`src/rtl/overlay_pkg.sv`:
```
// Shared types and default timing constants for the overlay fetch scheduler.
package overlay_pkg;

    typedef enum logic [1:0] {
        IDLE  = 2'd0,
        REQ   = 2'd1,
        DATA  = 2'd2,
        DRAIN = 2'd3
    } fetch_state_e;

    // 1080p60 raster defaults
    localparam int unsigned H_ACTIVE_1080P  = 1920;
    localparam int unsigned V_ACTIVE_1080P  = 1080;
    localparam int unsigned H_TOTAL_1080P   = 2200;
    localparam int unsigned V_TOTAL_1080P   = 1125;

    localparam int unsigned PIXEL_WIDTH_DEF = 24;
    localparam int unsigned ADDR_WIDTH_DEF  = 20;
    localparam int unsigned POS_WIDTH       = 12;

endpackage

```
`src/rtl/overlay_line_fifo.sv`:
```
// Synchronous show-ahead FIFO holding prefetched overlay pixels; flush empties it in one clock.
module overlay_line_fifo #(
    parameter int unsigned DEPTH  = 64,
    parameter int unsigned DATA_W = 24
) (
    input  logic                     pixelClock,
    input  logic                     reset,
    input  logic                     flush,
    input  logic                     push,
    input  logic                     pop,
    input  logic [DATA_W-1:0]        data,
    output logic [$clog2(DEPTH):0]   count,
    output logic                     empty,
    output logic [DATA_W-1:0]        head_c
);

    localparam int unsigned PTR_W = $clog2(DEPTH);
    localparam int unsigned CNT_W = PTR_W + 1;

    logic [DATA_W-1:0] mem_q [DEPTH];
    logic [PTR_W-1:0]  wr_ptr_q;
    logic [PTR_W-1:0]  rd_ptr_q;
    logic [CNT_W-1:0]  count_q;
    logic [CNT_W-1:0]  count_d;
    logic              empty_q;
    logic              do_push;
    logic              do_pop;

    assign do_push = push && (count_q != CNT_W'(DEPTH));
    assign do_pop  = pop && !empty_q;

    always_comb begin
        count_d = count_q;
        if (do_push && !do_pop) begin
            count_d = count_q + 1'b1;
        end else if (!do_push && do_pop) begin
            count_d = count_q - 1'b1;
        end
    end

    always_ff @(posedge pixelClock) begin
        if (reset || flush) begin
            wr_ptr_q <= '0;
            rd_ptr_q <= '0;
            count_q  <= '0;
            empty_q  <= 1'b1;
        end else begin
            if (do_push) begin
                wr_ptr_q <= wr_ptr_q + 1'b1;
            end
            if (do_pop) begin
                rd_ptr_q <= rd_ptr_q + 1'b1;
            end
            count_q <= count_d;
            empty_q <= (count_d == '0);
        end
    end

    // Storage needs no reset; pointers define validity
    always_ff @(posedge pixelClock) begin
        if (do_push && !reset && !flush) begin
            mem_q[wr_ptr_q] <= data;
        end
    end

    assign count  = count_q;
    assign empty  = empty_q;
    assign head_c = mem_q[rd_ptr_q];

endmodule

```
`src/rtl/overlay_fetch_scheduler.sv`:
```
// Prefetches overlay pixels in bursts and streams them in step with DE/VSYNC.
// Optional macro OVL_CHROMA_KEY_EN adds keyColor transparency on popped pixels.
module overlay_fetch_scheduler
    import overlay_pkg::*;
#(
    parameter int unsigned width      = H_ACTIVE_1080P,
    parameter int unsigned height     = V_ACTIVE_1080P,
    parameter int unsigned ovlX       = 0,
    parameter int unsigned ovlY       = 0,
    parameter int unsigned ovlWidth   = 640,
    parameter int unsigned ovlHeight  = 480,
    parameter int unsigned baseAddr   = 0,
    parameter int unsigned burstLen   = 16,
    parameter int unsigned fifoDepth  = 64,
    parameter int unsigned addrWidth  = ADDR_WIDTH_DEF,
    parameter int unsigned pixelWidth = PIXEL_WIDTH_DEF
`ifdef OVL_CHROMA_KEY_EN
    ,
    parameter logic [pixelWidth-1:0] keyColor = pixelWidth'(24'h00FF00)
`endif
) (
    input  logic                  pixelClock,
    input  logic                  reset,
    input  logic                  DE,
    input  logic                  VSYNC,
    output logic                  memReq,
    output logic [addrWidth-1:0]  memAddr,
    input  logic                  memGnt,
    input  logic                  memDataValid,
    input  logic [pixelWidth-1:0] memData,
    output logic                  ovlValid,
    output logic [pixelWidth-1:0] ovlPixel,
    output logic                  underflow
);

    localparam int unsigned POS_W  = POS_WIDTH;
    localparam int unsigned CNT_W  = $clog2(fifoDepth) + 1;
    localparam int unsigned BEAT_W = $clog2(burstLen) + 1;

    localparam logic [POS_W-1:0]     Y_MAX     = POS_W'(height);
    localparam logic [addrWidth-1:0] TOTAL     = addrWidth'(ovlWidth * ovlHeight);
    localparam logic [addrWidth-1:0] BURST     = addrWidth'(burstLen);
    localparam logic [addrWidth-1:0] BASE      = addrWidth'(baseAddr);
    localparam logic [CNT_W-1:0]     ROOM      = CNT_W'(fifoDepth - burstLen);
    localparam logic [BEAT_W-1:0]    LAST_BEAT = BEAT_W'(burstLen - 1);

    logic                  vsync_q;
    logic                  de_q;
    logic                  synced_q;
    logic [POS_W-1:0]      x_pos_q;
    logic [POS_W-1:0]      y_pos_q;
    logic                  vsync_rise_c;
    logic [POS_W:0]        rel_x_c;
    logic [POS_W:0]        rel_y_c;
    logic                  in_win_c;

    fetch_state_e          state_q, state_d;
    logic                  mem_req_q, mem_req_d;
    logic [addrWidth-1:0]  mem_addr_q, mem_addr_d;
    logic [addrWidth-1:0]  fetched_q, fetched_d;
    logic [BEAT_W-1:0]     beat_q, beat_d;
    logic                  abort_q, abort_d;
    logic                  fifo_push_c;

    logic                  fifo_pop_c;
    logic [CNT_W-1:0]      fifo_count;
    logic                  fifo_empty;
    logic [pixelWidth-1:0] fifo_head_c;
    logic                  key_hit_c;

    logic                  ovl_valid_q;
    logic [pixelWidth-1:0] ovl_pixel_q;
    logic                  underflow_q;

    assign vsync_rise_c = VSYNC && !vsync_q;

    // Raster position tracking
    always_ff @(posedge pixelClock) begin
        if (reset) begin
            vsync_q  <= 1'b0;
            de_q     <= 1'b0;
            synced_q <= 1'b0;
            x_pos_q  <= '0;
            y_pos_q  <= '0;
        end else begin
            vsync_q <= VSYNC;
            de_q    <= DE;
            if (vsync_rise_c) begin
                synced_q <= 1'b1;
                x_pos_q  <= '0;
                y_pos_q  <= '0;
            end else if (DE) begin
                x_pos_q <= x_pos_q + 1'b1;
            end else if (de_q) begin
                x_pos_q <= '0;
                if (y_pos_q != Y_MAX) begin
                    y_pos_q <= y_pos_q + 1'b1;
                end
            end
        end
    end

    // Offsets below the window wrap to large values, so one compare per axis suffices
    assign rel_x_c  = {1'b0, x_pos_q} - (POS_W + 1)'(ovlX);
    assign rel_y_c  = {1'b0, y_pos_q} - (POS_W + 1)'(ovlY);
    assign in_win_c = DE && (rel_x_c < (POS_W + 1)'(ovlWidth))
                         && (rel_y_c < (POS_W + 1)'(ovlHeight));

    assign fifo_pop_c = in_win_c && !fifo_empty;

    overlay_line_fifo #(
        .DEPTH  (fifoDepth),
        .DATA_W (pixelWidth)
    ) u_fifo (
        .pixelClock (pixelClock),
        .reset      (reset),
        .flush      (vsync_rise_c),
        .push       (fifo_push_c),
        .pop        (fifo_pop_c),
        .data       (memData),
        .count      (fifo_count),
        .empty      (fifo_empty),
        .head_c     (fifo_head_c)
    );

`ifdef OVL_CHROMA_KEY_EN
    assign key_hit_c = (fifo_head_c == keyColor);
`else
    assign key_hit_c = 1'b0;
`endif

    // Pixel output stage and sticky underflow
    always_ff @(posedge pixelClock) begin
        if (reset) begin
            ovl_valid_q <= 1'b0;
            ovl_pixel_q <= '0;
            underflow_q <= 1'b0;
        end else begin
            if (fifo_pop_c) begin
                ovl_valid_q <= !key_hit_c;
                ovl_pixel_q <= fifo_head_c;
            end else if (in_win_c) begin
                ovl_valid_q <= 1'b0;
                ovl_pixel_q <= '0;
            end else begin
                ovl_valid_q <= 1'b0;
            end
            if (vsync_rise_c) begin
                underflow_q <= 1'b0;
            end else if (in_win_c && fifo_empty) begin
                underflow_q <= 1'b1;
            end
        end
    end

    always_ff @(posedge pixelClock) begin
        if (reset) begin
            state_q    <= IDLE;
            mem_req_q  <= 1'b0;
            mem_addr_q <= BASE;
            fetched_q  <= '0;
            beat_q     <= '0;
            abort_q    <= 1'b0;
        end else begin
            state_q    <= state_d;
            mem_req_q  <= mem_req_d;
            mem_addr_q <= mem_addr_d;
            fetched_q  <= fetched_d;
            beat_q     <= beat_d;
            abort_q    <= abort_d;
        end
    end

    // Fetch FSM: one burst outstanding, FIFO space reserved before requesting
    always_comb begin
        state_d     = state_q;
        mem_req_d   = mem_req_q;
        mem_addr_d  = mem_addr_q;
        fetched_d   = fetched_q;
        beat_d      = beat_q;
        abort_d     = abort_q;
        fifo_push_c = 1'b0;

        case (state_q)
            IDLE: begin
                if (synced_q && !vsync_rise_c && (fetched_q < TOTAL) && (fifo_count <= ROOM)) begin
                    state_d    = REQ;
                    mem_req_d  = 1'b1;
                    mem_addr_d = BASE + fetched_q;
                end
            end
            REQ: begin
                if (vsync_rise_c) begin
                    abort_d = 1'b1;
                end
                if (memGnt) begin
                    mem_req_d = 1'b0;
                    beat_d    = '0;
                    abort_d   = 1'b0;
                    state_d   = (abort_q || vsync_rise_c) ? DRAIN : DATA;
                end
            end
            DATA: begin
                if (memDataValid) begin
                    beat_d      = beat_q + 1'b1;
                    fifo_push_c = !vsync_rise_c;
                    if (beat_q == LAST_BEAT) begin
                        state_d   = IDLE;
                        fetched_d = fetched_q + BURST;
                    end else if (vsync_rise_c) begin
                        state_d = DRAIN;
                    end
                end else if (vsync_rise_c) begin
                    state_d = DRAIN;
                end
            end
            DRAIN: begin
                if (memDataValid) begin
                    beat_d = beat_q + 1'b1;
                    if (beat_q == LAST_BEAT) begin
                        state_d = IDLE;
                    end
                end
            end
            default: begin
                state_d = IDLE;
            end
        endcase

        if (vsync_rise_c) begin
            fetched_d = '0;
        end
    end

    assign memReq    = mem_req_q;
    assign memAddr   = mem_addr_q;
    assign ovlValid  = ovl_valid_q;
    assign ovlPixel  = ovl_pixel_q;
    assign underflow = underflow_q;

endmodule
```
`config.mk`:
```
export PLATFORM = sky130hd
export DESIGN_NAME = overlay_fetch_scheduler
export DESIGN_NICKNAME = d
export VERILOG_FILES = /design/src/rtl/overlay_pkg.sv /design/src/rtl/overlay_line_fifo.sv /design/src/rtl/overlay_fetch_scheduler.sv
export SDC_FILE = /design/constraint.sdc
export NUM_CORES = 2
export LEC_CHECK = 0
export ABC_AREA = 1
export CAP_MARGIN = 20
export CORE_MARGIN = 2
export CORE_UTILIZATION = 35
export DETAILED_ROUTE_END_ITERATION = 10
export GPL_TIMING_DRIVEN = 0
export PLACE_DENSITY = 0.6
export REMOVE_ABC_BUFFERS = 1
export SYNTH_ARGS = -nofsm -noshare
export SYNTH_HDL_FRONTEND = slang
export SYNTH_HIERARCHICAL = 1
export SYNTH_SLANG_ARGS = --single-unit
```
`constraint.sdc`:
```
create_clock -name pixelClock -period 5.65 [get_ports pixelClock]
set_clock_uncertainty 0.1 [all_clocks]
set_input_delay 1.13 -clock pixelClock [delete_from_list [all_inputs] [get_ports pixelClock]]
set_output_delay 1.13 -clock pixelClock [all_outputs]
set_load 0.01 [all_outputs]
```
==> impl_metrics.yaml <==
status:
  run_status: "completed"
synthesis:
  synth.most_common_cell: "sky130_fd_sc_hd__edfxtp_1"
  post_synth_fa_ha_maj_area_fraction_pct: 0.2071
  synth.ff_latch_count: 1656
  synth_xor_area_share_pct: 0.2636
  synth_edf_count: 1536
  yosysWarningCount: 6
  simple_gate_share_of_the_synthesized_area_pct: 13.21
  synth_top_area_share_pct: 69.41
  syn-instance-count: 5632
  yosysUniqueCellTypes: 42
  synth.largest_area_cell: "sky130_fd_sc_hd__edfxtp_1"
  post_synth_most_frequent_cells: "1536 x sky130_fd_sc_hd__edfxtp_1, 1005 x sky130_fd_sc_hd__nand2_1, 803 x sky130_fd_sc_hd__nor2_1"
  muxShareOfSynthArea_pct: 0
  asyncSetResetFlopFracSynth_pct: 0
  post_synth_instance_area_um2: 66450
  cell_types_occupying_the_most_area_after_synthesis: "sky130_fd_sc_hd__edfxtp_1 69%, sky130_fd_sc_hd__nand2_1 5.7%, sky130_fd_sc_hd__nor2_1 4.5%, sky130_fd_sc_hd__o21ai_0 4.5%, sky130_fd_sc_hd__dfxtp_1 3.6%"
  synth-compound-area-share_pct: 9.931
  post_synth.cell_area_avg_um2: 11.80
  yosysSeqAreaShare_pct: 73.03
  synth_ff_type: "sky130_fd_sc_hd__edfxtp_1"
  main_combinational_cell_family_by_area_after_synthesis: "simple AND/OR/NAND/NOR gates"
detailed_routing:
  detail_route.iter0.violations: 4953
  antenna_violating_nets_post_route: 0
  routed_wl_um: 183500
  vias: 44166
  post_drt_via_cell_ratio: 5.345
  detail_route.first_pass.iterations: 6
  route.detailed.wl_per_inst_um: 22.21
  remaining_drcs: 0
power:
  clock_power_share_pct: 43.5
  net_switching_component_of_the_power_mw: 5.042
  total_leakage_power_nw: 25.74
  cell_internal_pwr_mw: 19.60
  power.share.sequential_pct: 54.5
  combPwrFrac_pct: 2.0
  ir_drop_mv: 0.3376
  fin_total_pwr_mw: 24.64
  swShare_pct: 20.46
  power_density_nw_per_um2: 319.8
clock_network:
  clock_sinks: 1656
  insertion_delay_ns: 0.81
  clockBufferDepth: 3
  number_of_resized_instances_in_the_post_cts_repair_step: 0
  cts.root.buffer_cell: "sky130_fd_sc_hd__clkbuf_16"
  maximum_level_of_the_cts_h_tree: 4
  number_of_buffers_created_by_cts: 169
  cts_post_setup_buffers_inserted: 0
  cts.hold.buffers_added: 0
  tritoncts: "built"
  worst_setup_hold_path_clk_slew_ns: 0.06
cells_and_area:
  nets: 5675
  area_overhead_of_the_layout_relative_to_synthesis_pct: 15.97
  layout-drive-gt1-share_pct: 7.855
  n_fill_cell: 17407
  post-route-util_pct: 40.95
  post-route-cell-area_um2: 77060
placement:
  pre_cts_slack_ns: -0.4528
  portBuffers: 72
  dpl.hpwl_um: 106000
  routabilityCongestion: 0.7953
  postPlaceCellArea_um2: 71720
sta:
  setup_viol: 0
  fmax_mhz: 197.3
  rsz_0062_raised_after_global_routing: "no"
  final.setup.worst_slack_ns: 0.5810
  max_slew.worst_pin.slew_ns: 1.061
  timing_hold_violations_final: 0
  slew-limit-headroom_pct: 29.09
  final_min_period_over_clock_period_pct: 89.72
  period_needed_ns: 5.069
  slew_violations: 0
  final.setup.tns_ns: 0
worst_setup_path:
  path_class: "flop to flop"
  critPathArrivalTime_ns: 5.71
  r2r.worst_path.cells: 14
  critical-path-max-stage-delay_ns: 0.56
  critical_path.most_common_cell: "sky130_fd_sc_hd__buf_16"
  critPathRequiredTime_ns: 6.29
  critical_path.max_fanout: 141
  startpoint_type: "flop"
  timing.critical_path.to_type: "flop"
  timing.critical_path.slowest_stage_cell: "sky130_fd_sc_hd__dfxtp_4"
  worstPathCellList: "buf_16, buf_16, inv_8, buf_16, buf_16, buf_16, o21ai_0, o22ai_1, nor2_1, o21ai_1, nand3_1, nand2_1, nand2_1, nand2_1"
grt:
  grt_antenna_before_repair: 3
  grt_util_all_layers_pct: 18.55
  grt_pass1_vias: 41457
  first_pass_grt_wire_length_um: 269400
  grt.overflow.total: 0
  maximum_number_of_pins_on_one_net_before_global_route_repair: 150
die:
  chipHeight_um: 439.7
  core_um2: 188200
  num_io_pins: 77
  floorplan.initialDensity_pct: 35.31
  x_dimension_of_the_die_um: 439.7
  fp.dieArea_um2: 193400
  floorplan.rows: 159
hold_path:
  worstHoldPathCells: 2
  hold_path.class: "flop to flop"
job:
  maxCapViolCount: 0
path summary, 6_finish.rpt:
| kind | startpoint | endpoint | slack [ns] |
|---|---|---|---|
| setup / recovery | flop | ovlPixel[19]$_SDFFE_PP0P_ | 0.58 |
| hold reg to reg | memAddr[19]$_SDFFE_PP0P_ | memAddr[19]$_SDFFE_PP0P_ | 0.34 |
| hold / removal | memAddr[19]$_SDFFE_PP0P_ | memAddr[19]$_SDFFE_PP0P_ | 0.34 |
| setup reg to reg | flop | ovlPixel[19]$_SDFFE_PP0P_ | 0.58 |
placed cells by master (no fill, tap or decap), types with 3 or more instances in the layout:
| master | n |
|---|---|
| sky130_fd_sc_hd__clkinv_2 | 17 |
| sky130_fd_sc_hd__xor2_1 | 12 |
| sky130_fd_sc_hd__nand3_1 | 331 |
| sky130_fd_sc_hd__nor3_1 | 16 |
| sky130_fd_sc_hd__dfxtp_1 | 114 |
| sky130_fd_sc_hd__inv_2 | 3 |
| sky130_fd_sc_hd__o21ai_0 | 600 |
| sky130_fd_sc_hd__clkbuf_16 | 172 |
| sky130_fd_sc_hd__o22ai_1 | 313 |
| sky130_fd_sc_hd__clkinv_16 | 3 |
| sky130_fd_sc_hd__clkbuf_8 | 8 |
| sky130_fd_sc_hd__inv_8 | 4 |
| sky130_fd_sc_hd__inv_6 | 4 |
| sky130_fd_sc_hd__nand2_1 | 1005 |
| sky130_fd_sc_hd__a21oi_1 | 159 |
| sky130_fd_sc_hd__nor2_2 | 3 |
| sky130_fd_sc_hd__inv_1 | 146 |
| sky130_fd_sc_hd__buf_16 | 53 |
| sky130_fd_sc_hd__ha_1 | 11 |
| sky130_fd_sc_hd__dfxtp_4 | 4 |
| sky130_fd_sc_hd__bufinv_16 | 8 |
| sky130_fd_sc_hd__conb_1 | 4 |
| sky130_fd_sc_hd__nand3b_1 | 3 |
| sky130_fd_sc_hd__buf_8 | 5 |
| sky130_fd_sc_hd__o21ai_1 | 157 |
| sky130_fd_sc_hd__nor2_4 | 65 |
| sky130_fd_sc_hd__buf_2 | 24 |
| sky130_fd_sc_hd__nor2_1 | 740 |
| sky130_fd_sc_hd__nand4_1 | 16 |
| sky130_fd_sc_hd__clkbuf_1 | 48 |
| sky130_fd_sc_hd__xnor2_1 | 8 |
| sky130_fd_sc_hd__buf_12 | 57 |
| sky130_fd_sc_hd__edfxtp_1 | 1536 |
| sky130_fd_sc_hd__clkinv_1 | 35 |
| sky130_fd_sc_hd__clkdlybuf4s50_1 | 48 |
power by group through the flow:
stage               logic [mW]  registers (mW)  clock network (mW)
floorplan                0.148            13.7                   0
global placement         0.441            13.7                   0
detailed placement       0.491            13.7                   0
CTS                      0.492            13.4                10.9
global route             0.540            13.4                11.4
finish                   0.497            13.4                10.7
cell families after synthesis:
| kind of cell | count (synthesis) |
|---|---|
| fa+ha+maj | 11 |
| xor+xnor | 20 |
| buf+inv | 518 |
| simple gates | 2190 |
| compound gates | 1236 |
| flops | 1656 |
| other cells | 1 |
through the flow:
| step | cells | hold WS (ns) |
|---|---|---|
| after floorplan | 5272 | 0.3348 |
| after global placement | 7839 | 0.3277 |
| after detailed placement | 7955 | 0.3294 |
| after CTS | 8259 | 0.3398 |
| after global routing | 8262 | 0.3550 |
| final | 8263 | 0.3362 |
final cells by class:
type	instances	area [um2]	share of cell area, %
Antenna cell	1	2.502	0.003247
Clock buffer	230	4604	5.975
Clock inverter	74	680.7	0.8832
Inverter	155	614.3	0.7972
Multi-Input combinational cell	3461	16180	21.00
Sequential cell	1656	48540	62.99
Tap cell	2495	3122	4.051
Timing Repair Buffer	191	3313	4.299
metal layers:
layer,share of wire (%),up-vias,track usage [%]
li1,-,20136,-
met1,41,22012,24.91
met2,47,1683,29.82
met3,8.0,331,3.356
met4,3.7,4,7.297
met5,0.011,-,0
worst max-delay path, delay by kind of cell (launching register included):
family	cells	cell delay, ns
simple gates	5	0.80
compound gates	3	0.87
buf+inv	6	2.10
flops	1	0.56
flip-flops by register name, summed over array words and instances (netlist names), named ones only:
name / count
synced_q: 1
y_pos_q: 12
vsync_q: 1
abort_q: 1
u_fifo/count: 7
u_fifo/rd_ptr_q: 6
ovlPixel: 24
x_pos_q: 12
de_q: 1
u_fifo/empty: 1
beat_q: 5
underflow: 1
u_fifo/mem_q: 1536
u_fifo/wr_ptr_q: 6
ovlValid: 1
memReq: 1
fetched_q: 16
memAddr: 16
state_q: 2
Power figures use the tool's default switching activity.
